<file path="config.mk">
export PLATFORM = sky130hd
export DESIGN_NAME = knight_rider_gen
export DESIGN_NICKNAME = d
export VERILOG_FILES = /design/src/rtl/alu_pkg.sv /design/src/rtl/tick_prescaler.sv /design/src/rtl/knight_rider_gen.sv
export SDC_FILE = /design/constraint.sdc
export NUM_CORES = 1
export LEC_CHECK = 0
export ABC_CLOCK_PERIOD_IN_PS = 2100
export BUFFER_PORTS_ARGS = -buffer_cell sky130_fd_sc_hd__buf_2
export CORE_MARGIN = 2
export CORE_UTILIZATION = 54
export CTS_BUF_LIST = sky130_fd_sc_hd__clkbuf_4 sky130_fd_sc_hd__clkbuf_8 sky130_fd_sc_hd__clkbuf_16
export CTS_CLUSTER_SIZE = 12
export DETAILED_ROUTE_END_ITERATION = 12
export GPL_TIMING_DRIVEN = 0
export PLACE_DENSITY = 0.74
export SETUP_SLACK_MARGIN = 0.2
export SYNTH_ARGS = -nofsm -noshare
export SYNTH_HDL_FRONTEND = slang
export SYNTH_SLANG_ARGS = --single-unit
</file>
<file path="constraint.sdc">
create_clock -name clk -period 2.1 [get_ports clk]
set_clock_uncertainty 0.05 [all_clocks]
set_input_delay 0.315 -clock clk [delete_from_list [all_inputs] [get_ports clk]]
set_output_delay 0.315 -clock clk [all_outputs]
set_load 0.02 [all_outputs]
</file>
<file path="src/rtl/alu_pkg.sv">
// rtl/alu_pkg.sv - shared ALU constants: mux select codes, data width, direction encoding
package alu_pkg;

    localparam int ALU_W = 8;

    // Result mux select codes
    localparam logic [3:0] SEL_ADD    = 4'b0000;
    localparam logic [3:0] SEL_SUB    = 4'b0001;
    localparam logic [3:0] SEL_AND    = 4'b0010;
    localparam logic [3:0] SEL_OR     = 4'b0011;
    localparam logic [3:0] SEL_XOR    = 4'b0100;
    localparam logic [3:0] SEL_NOT    = 4'b0101;
    localparam logic [3:0] SEL_SHL    = 4'b0110;
    localparam logic [3:0] SEL_SHR    = 4'b0111;
    localparam logic [3:0] SEL_KNIGHT = 4'b1100;

    // Bouncing-light direction encoding
    localparam logic DIR_LEFT  = 1'b0;   // walking toward the MSB
    localparam logic DIR_RIGHT = 1'b1;   // walking toward the LSB

    typedef enum logic {
        KR_LEFT  = DIR_LEFT,
        KR_RIGHT = DIR_RIGHT
    } kr_state_e;

endpackage

</file>
<file path="src/rtl/tick_prescaler.sv">
// rtl/tick_prescaler.sv - enable-gated modulo-DIV step strobe generator
//
// Ports:
//   clk  - system clock
//   rst  - asynchronous active-high reset
//   en   - count enable; count holds while low
//   tick - combinational step strobe, high during the cycle whose rising edge
//          wraps the count (en high and count at DIV-1). Consumers register it
//          so their state and their registered tick update on the same edge.
module tick_prescaler #(
    parameter int DIV   = 5000000,
    parameter int CNT_W = 23
) (
    input  logic clk,
    input  logic rst,
    input  logic en,
    output logic tick
);

    localparam logic [CNT_W-1:0] CNT_MAX = CNT_W'(DIV - 1);

    logic [CNT_W-1:0] cnt_q;
    logic [CNT_W-1:0] cnt_d;

    // Dropping en on the wrap edge leaves the count parked at DIV-1, so the
    // step fires on the first edge after en returns.
    assign tick = en && (cnt_q == CNT_MAX);

    always_comb begin
        cnt_d = cnt_q;
        if (en) begin
            cnt_d = tick ? '0 : cnt_q + CNT_W'(1);
        end
    end

    always_ff @(posedge clk or posedge rst) begin
        if (rst) begin
            cnt_q <= '0;
        end else begin
            cnt_q <= cnt_d;
        end
    end

endmodule

</file>
<file path="src/rtl/knight_rider_gen.sv">
// rtl/knight_rider_gen.sv - bouncing-light pattern generator for the ALU knight-rider mux input
//
// Ports:
//   clk     - system clock
//   rst     - asynchronous active-high reset
//   en      - run enable (ALU select == SEL_KNIGHT)
//   trail   - 0: single dot, 1: dot plus previous position
//   pattern - registered WIDTH-bit light pattern
//   dir     - registered direction (DIR_LEFT toward MSB, DIR_RIGHT toward LSB)
//   tick    - registered one-cycle pulse on each step
module knight_rider_gen
    import alu_pkg::*;
#(
    parameter int WIDTH = ALU_W,
    parameter int DIV   = 5000000,
    parameter int CNT_W = 23
) (
    input  logic             clk,
    input  logic             rst,
    input  logic             en,
    input  logic             trail,
    output logic [WIDTH-1:0] pattern,
    output logic             dir,
    output logic             tick
);

    localparam int POS_W = (WIDTH > 2) ? $clog2(WIDTH) : 1;
    localparam logic [POS_W-1:0] POS_MAX = POS_W'(WIDTH - 1);
    localparam logic [WIDTH-1:0] LSB_ONE = WIDTH'(1);

    kr_state_e         state_q, state_d;
    logic [POS_W-1:0]  pos_q, pos_d;
    logic [POS_W-1:0]  prev_q, prev_d;
    logic [WIDTH-1:0]  pattern_q, pattern_d;
    logic              tick_q;
    logic              step;

    function automatic logic [WIDTH-1:0] onehot(input logic [POS_W-1:0] p);
        return LSB_ONE << p;
    endfunction

    tick_prescaler #(
        .DIV   (DIV),
        .CNT_W (CNT_W)
    ) u_prescaler (
        .clk  (clk),
        .rst  (rst),
        .en   (en),
        .tick (step)
    );

    // Next-state: everything advances only on the wrap edge. The pattern is
    // built from the post-step positions so it lands together with tick, and
    // trail is sampled only here so it never alters the pattern mid-step.
    always_comb begin
        state_d   = state_q;
        pos_d     = pos_q;
        prev_d    = prev_q;
        pattern_d = pattern_q;
        if (step) begin
            prev_d = pos_q;
            case (state_q)
                KR_LEFT: begin
                    if (pos_q == POS_MAX) begin
                        state_d = KR_RIGHT;
                        pos_d   = POS_MAX - POS_W'(1);
                    end else begin
                        pos_d   = pos_q + POS_W'(1);
                    end
                end
                KR_RIGHT: begin
                    if (pos_q == '0) begin
                        state_d = KR_LEFT;
                        pos_d   = POS_W'(1);
                    end else begin
                        pos_d   = pos_q - POS_W'(1);
                    end
                end
                default: begin
                    state_d = KR_LEFT;
                    pos_d   = '0;
                end
            endcase
            pattern_d = onehot(pos_d) | (trail ? onehot(prev_d) : '0);
        end
    end

    always_ff @(posedge clk or posedge rst) begin
        if (rst) begin
            state_q   <= KR_LEFT;
            pos_q     <= '0;
            prev_q    <= '0;
            pattern_q <= LSB_ONE;
            tick_q    <= 1'b0;
        end else begin
            state_q   <= state_d;
            pos_q     <= pos_d;
            prev_q    <= prev_d;
            pattern_q <= pattern_d;
            tick_q    <= step;
        end
    end

    assign pattern = pattern_q;
    assign dir     = (state_q == KR_RIGHT) ? DIR_RIGHT : DIR_LEFT;
    assign tick    = tick_q;

endmodule

</file>
Word level (Yosys, flattened, before mapping)
Index checks and enable logic that the tools add are counted.
{"block": "word_totals", "wordCells": 26, "output_inout_bits": 10, "regBits": 36, "in_bits": 4}
{"block": "op_classes", "shift": 2, "n_addsub": 3, "muxes": 10, "reduce_logical": 2, "n_eq_ne": 2, "bitwise_logic": 2}
{"cell": "23-bit by 1-bit adder with 23-bit output, second input constant", "n": 1}
{"cell": "23-bit == test, second input constant", "n": 1}
{"cell": "23-bit two-way mux", "n": 1}
{"cell": "1-bit by 3-bit left shift with 8-bit output, first input constant", "n": 2}
{"cell": "3-bit two-way mux", "n": 3}
{"cell": "8-bit two-way mux", "n": 1}
{"cell": "8-bit OR", "n": 1}
{"cell": "3-bit one-hot mux with 2 select lines", "n": 1}
{"cell": "3-bit by 1-bit adder with 3-bit output, second input constant", "n": 1}
{"cell": "3-bit == test, second input constant", "n": 1}
{"cell": "3-bit zero test", "n": 1}
{"cell": "1-bit two-way mux", "n": 3}
{"cell": "3-bit by 1-bit subtractor with 3-bit output, second input constant", "n": 1}
{"cell": "1-bit one-hot mux with 2 select lines", "n": 1}
{"cell": "1-bit logical AND", "n": 1}
{"cell": "1-bit inverter", "n": 1}

Logic depth before layout (Yosys ltp)
{"block": "depth", "depth_word": 6, "depth_mapped": 7, "ltp_nobuf": 6}

Hierarchy
Synthesis repeated with hierarchy kept, for this count alone.
{"block": "hier_totals", "hier_cells": 196, "hier_area_um2": 1921.8}
{"mod": "tick_prescaler", "n_inst": 1, "area_each_um2": 1129.8, "seq_area_each_um2": 575.6, "cells_per_inst": 110}
{"mod": "knight_rider_gen", "n_inst": 1, "area_each_um2": 792.0, "seq_area_each_um2": 326.6, "cells_per_inst": 86}

Worst setup path before layout
Ideal clock, no wire load.
{"block": "synth_timing", "path_type": "register -> register", "startpoint": "register u_prescaler.cnt_q[10]", "endpoint": "register state_q", "arrival_ps": 1913, "required_ps": 1924, "synth_period_minus_slack_ps": 2089, "setup_ps": 126, "slack_ps": 11, "n_path_buf": 0, "path_stages_with_launch": 5, "cell_sequence": "dfrtp_1 -> or4b_1 -> or4_4 -> o31a_1 -> a221o_1"}
{"block": "synth_via", "elab_chain_len": 2}
{"item": "from (decl)", "line": "tick_prescaler.sv:22", "rtl": "logic [CNT_W-1:0] cnt_q;"}
{"item": "from (signal assigned)", "line": "tick_prescaler.sv:40", "rtl": "cnt_q <= cnt_d;"}
{"item": "23-bit == test", "line": "tick_prescaler.sv:27", "rtl": "assign tick = en && (cnt_q == CNT_MAX);"}
{"item": "1-bit logical AND", "line": "tick_prescaler.sv:27"}
{"item": "to (signal assigned)", "line": "knight_rider_gen.sv:96", "rtl": "state_q <= state_d;"}
{"item": "to (decl)", "line": "knight_rider_gen.sv:31", "rtl": "kr_state_e state_q, state_d;"}
No other way between the ends.
A chain may end at the register's enable or synchronous reset.

Worst setup path after layout
{"block": "layout_timing", "startpoint": "register u_prescaler.cnt_q[20]", "endpoint": "register state_q"}
Same word-level chain as after synthesis.

==> results.cfg <==
[setup_path]
crit_buf_inv = 0
worst_setup_end_kind = register
start_kind = register
critical_path_peak_fanout = 2
critical-path-top-delay-family = simple AND/OR/NAND/NOR gates
cpPeakStageDelay_ns = 0.54
worst_ep_arrival_time_ns = 2.30
critical_path.slowest_cell = sky130_fd_sc_hd__or4_4
cp.required_ns = 2.22
critical_path.cell_chain = or4_4, or4_4, o31a_1, a221o_1
path_class = register to register
crit_top_cell = sky130_fd_sc_hd__or4_4

[grt]
maximum_number_of_pins_on_one_net_before_global_route_repair = 37
antenna_violations_before_repair = 0
grt_pass1_wl_mm = 7.900
gr-total-overflow = 0
global_route.usage.total = 0.2461
grt_pass1_vias = 1616

[logic_synthesis]
synth.yosys.warnings = 0
synthDominantAreaCellType = sky130_fd_sc_hd__dfrtp_1
flops_latches_synth = 36
syn-mean-instance-area_sq_um = 10.03
synth-seq-area-share = 0.4410
syn_nets = 215
syn-instance-count = 204
synth_largest_type_area_fraction = 0.4281
ys_top_cells_by_area = sky130_fd_sc_hd__dfrtp_1 (43%), sky130_fd_sc_hd__mux2_2 (4.4%), sky130_fd_sc_hd__ha_1 (4.3%)
synth.distinct_cells = 42
syn-cell-area_sq_um = 2046

[placed_design]
dp.final_hpwl_mm = 2.837
gpl.final_weighted_congestion = 0.8184
buffer_ports.inserted = 13
placed_cells_incl_taps = 265

[layout]
nNetsFinal = 253
drive_gt1_frac = 0.3580
num_antenna_cells = 0
layout.cells.most_common = sky130_fd_sc_hd__dfrtp_1
fillers = 258
post_layout_nonfiller_instances = 291
final_core_util = 0.7054
syn2layout_area_growth_pct = 26.24
final_cell_mix = sky130_fd_sc_hd__dfrtp_1 (32), sky130_fd_sc_hd__nand2_1 (18), sky130_fd_sc_hd__buf_4 (16)

[routing]
firstDrtPassIters = 4
via_count = 1729
detail_route.wl_per_cell_um = 16.70
wl_mm = 4.859
drc = 0
drt_first_iter_violations = 204
vias_per_cell = 5.942
antenna_left = 0

[floorplanning]
die_w_um = 65.55
floorplan_die_area_sq_um = 4297
core.rowCount = 22
pin_count = 14
initial_utilization = 0.5588
fp.dieH_um = 65.55
fp.coreArea_sq_um = 3661

[sta]
fin_crit_sh = 1.037
measured_slew_at_the_worst_slew_check_pin_ns = 0.7545
timing.final.crit_period_ns = 2.177
finalHoldViolations = 0
final-max-slew-violation-count = 0
max-slew-margin-rel = 0.4963
final_count_of_negative_setup_slack_endpoints = 1
max_clock_freq_mhz = 459.4
final.setup.worst_slack_ns = -0.07686
rsz0062_at_grt = yes

[clock_network]
cts_buffers = 5
clock_latency_ns = 0.29
root_buffer_master = sky130_fd_sc_hd__clkbuf_8
clock-sinks = 36
holdBufCountCts = 0
cts_tree = done
clockBufferDepth = 2
clock_tree.htree_level_count = 2
clock_pin_transition_on_the_worst_setup_and_hold_timing_paths_ns = 0.07

[status]
outcome = finished, violations left
violations_in_the_final_reports = negative setup slack

[power_and_ir_drop]
power_per_cell_area_nw_per_um2 = 600.8
max-vdd-ir-drop_mv = 0.5141
power_leakage_nw = 1.197

[worst_hold_path]
hold_path_class = input pin to async pin

[run]
maxCapViolCount = 0
-- state kept, by name, summed over array words and instances, names as in the netlist --
register / flops
pattern: 8
pos_q: 3
state_q: 1
tick: 1
u_prescaler.cnt_q: 23
-- cell families after synthesis --
| group | Yosys count | synth area share |
|---|---|---|
| AOI/OAI and AO/OA | 26 | 0.09664 |
| xor gates and xnor gates | 16 | 0.06850 |
| adders and majority gates | 7 | 0.04281 |
| buffers and inverters | 19 | 0.03609 |
| DFF | 36 | 0.4410 |
| muxes | 13 | 0.06850 |
| and+or+nand+nor | 87 | 0.2465 |
-- stage by stage --
stage / TNS (ns) / hold WS (ns) / cell area [sq um] / power (mW) / worst slack, ns
2_1_floorplan: 0 / 0.3735 / 2059 / 0.9039 / 0.01118
3_3_place_gp: -0.4906 / 0.4342 / 2185 / 0.9391 / -0.06633
3_5_place_dp: -0.2167 / 0.4403 / 2185 / 0.9431 / -0.06391
4_1_cts: -0.03155 / 0.2546 / 2461 / 1.557 / -0.03155
5_1_grt: -0.1105 / 0.1845 / 2582 / 1.626 / -0.1099
6_report: -0.07686 / 0.09976 / 2582 / 1.551 / -0.07686
-- final timing paths --
| kind | start | end | slack [ns] | cells after the start |
|---|---|---|---|---|
| max in group asynchronous | rst | pos_q[0] | 1.36 | 2 |
| min in group clk | en | u_prescaler.cnt_q[1] | 0.26 | 2 |
| min reg2reg | pattern[4] | pattern[4] | 0.46 | 1 |
| max | u_prescaler.cnt_q[20] | state_q | -0.08 | 4 |
| min | rst | pattern[3] | 0.1 | 2 |
| max reg2reg | u_prescaler.cnt_q[20] | state_q | -0.08 | 4 |
-- worst reg2reg max path: cells and delay by family, from the launching register on --
kind	cells	cell delay (ns)
flip-flops	1	0.39
AND/OR/NAND/NOR	2	1.06
AO/OA/AOI/OAI	2	0.56
-- layer usage --
layer  vias to the layer above  part of all wire  track usage
met2                        56              0.47       0.3584
li1                        813                 -            -
met5                         -                 0            0
met1                       851              0.47       0.3537
met4                         0             0.015      0.09635
met3                         9             0.044      0.05822
-- synth_stat cells (all sizes together) --
cell type  number
a21boi          1
a21oi           3
a221o           1
a41o            4
and2            5
and3            6
and4            3
buf             2
clkbuf          5
dfrtp          35
dfstp           1
ha              7
inv            12
mux2            8
mux2i           5
nand2          18
nand2b          3
nand3           6
nand4           7
nor2           13
nor2b           3
nor3            8
nor3b           1
nor4            3
nor4b           1
nor4bb          1
o21ai           4
o21bai          2
o221a           1
o221ai          1
o22ai           3
o31a            1
o31ai           1
o41ai           4
or3             2
or4             4
or4b            3
xnor2           6
xor2           10
-- power breakdown --
group	internal, mW	switching, mW
Clock	0.365	0.244
Sequential	0.743	0.0460
Combinational	0.0661	0.0877
Total	1.17	0.378
-- cell type report --
cell class,count,area (sq um),area share
timing repair buffer,31,216.5,0.08382
multi-input combinational,149,1191,0.4612
sequential,36,905.9,0.3508
tap,48,60.06,0.02326
buffer,7,52.55,0.02035
clock buffer,6,76.32,0.02955
clock inverter,2,35.03,0.01357
inverter,12,45.04,0.01744
-- repair_timing --
item	in CTS	in global routing
pin swaps	5	12
endpoints found under the setup margin	24	27
gates resized for setup	12	24
setup buffers	14	4
(Power assumes the default switching activity.)
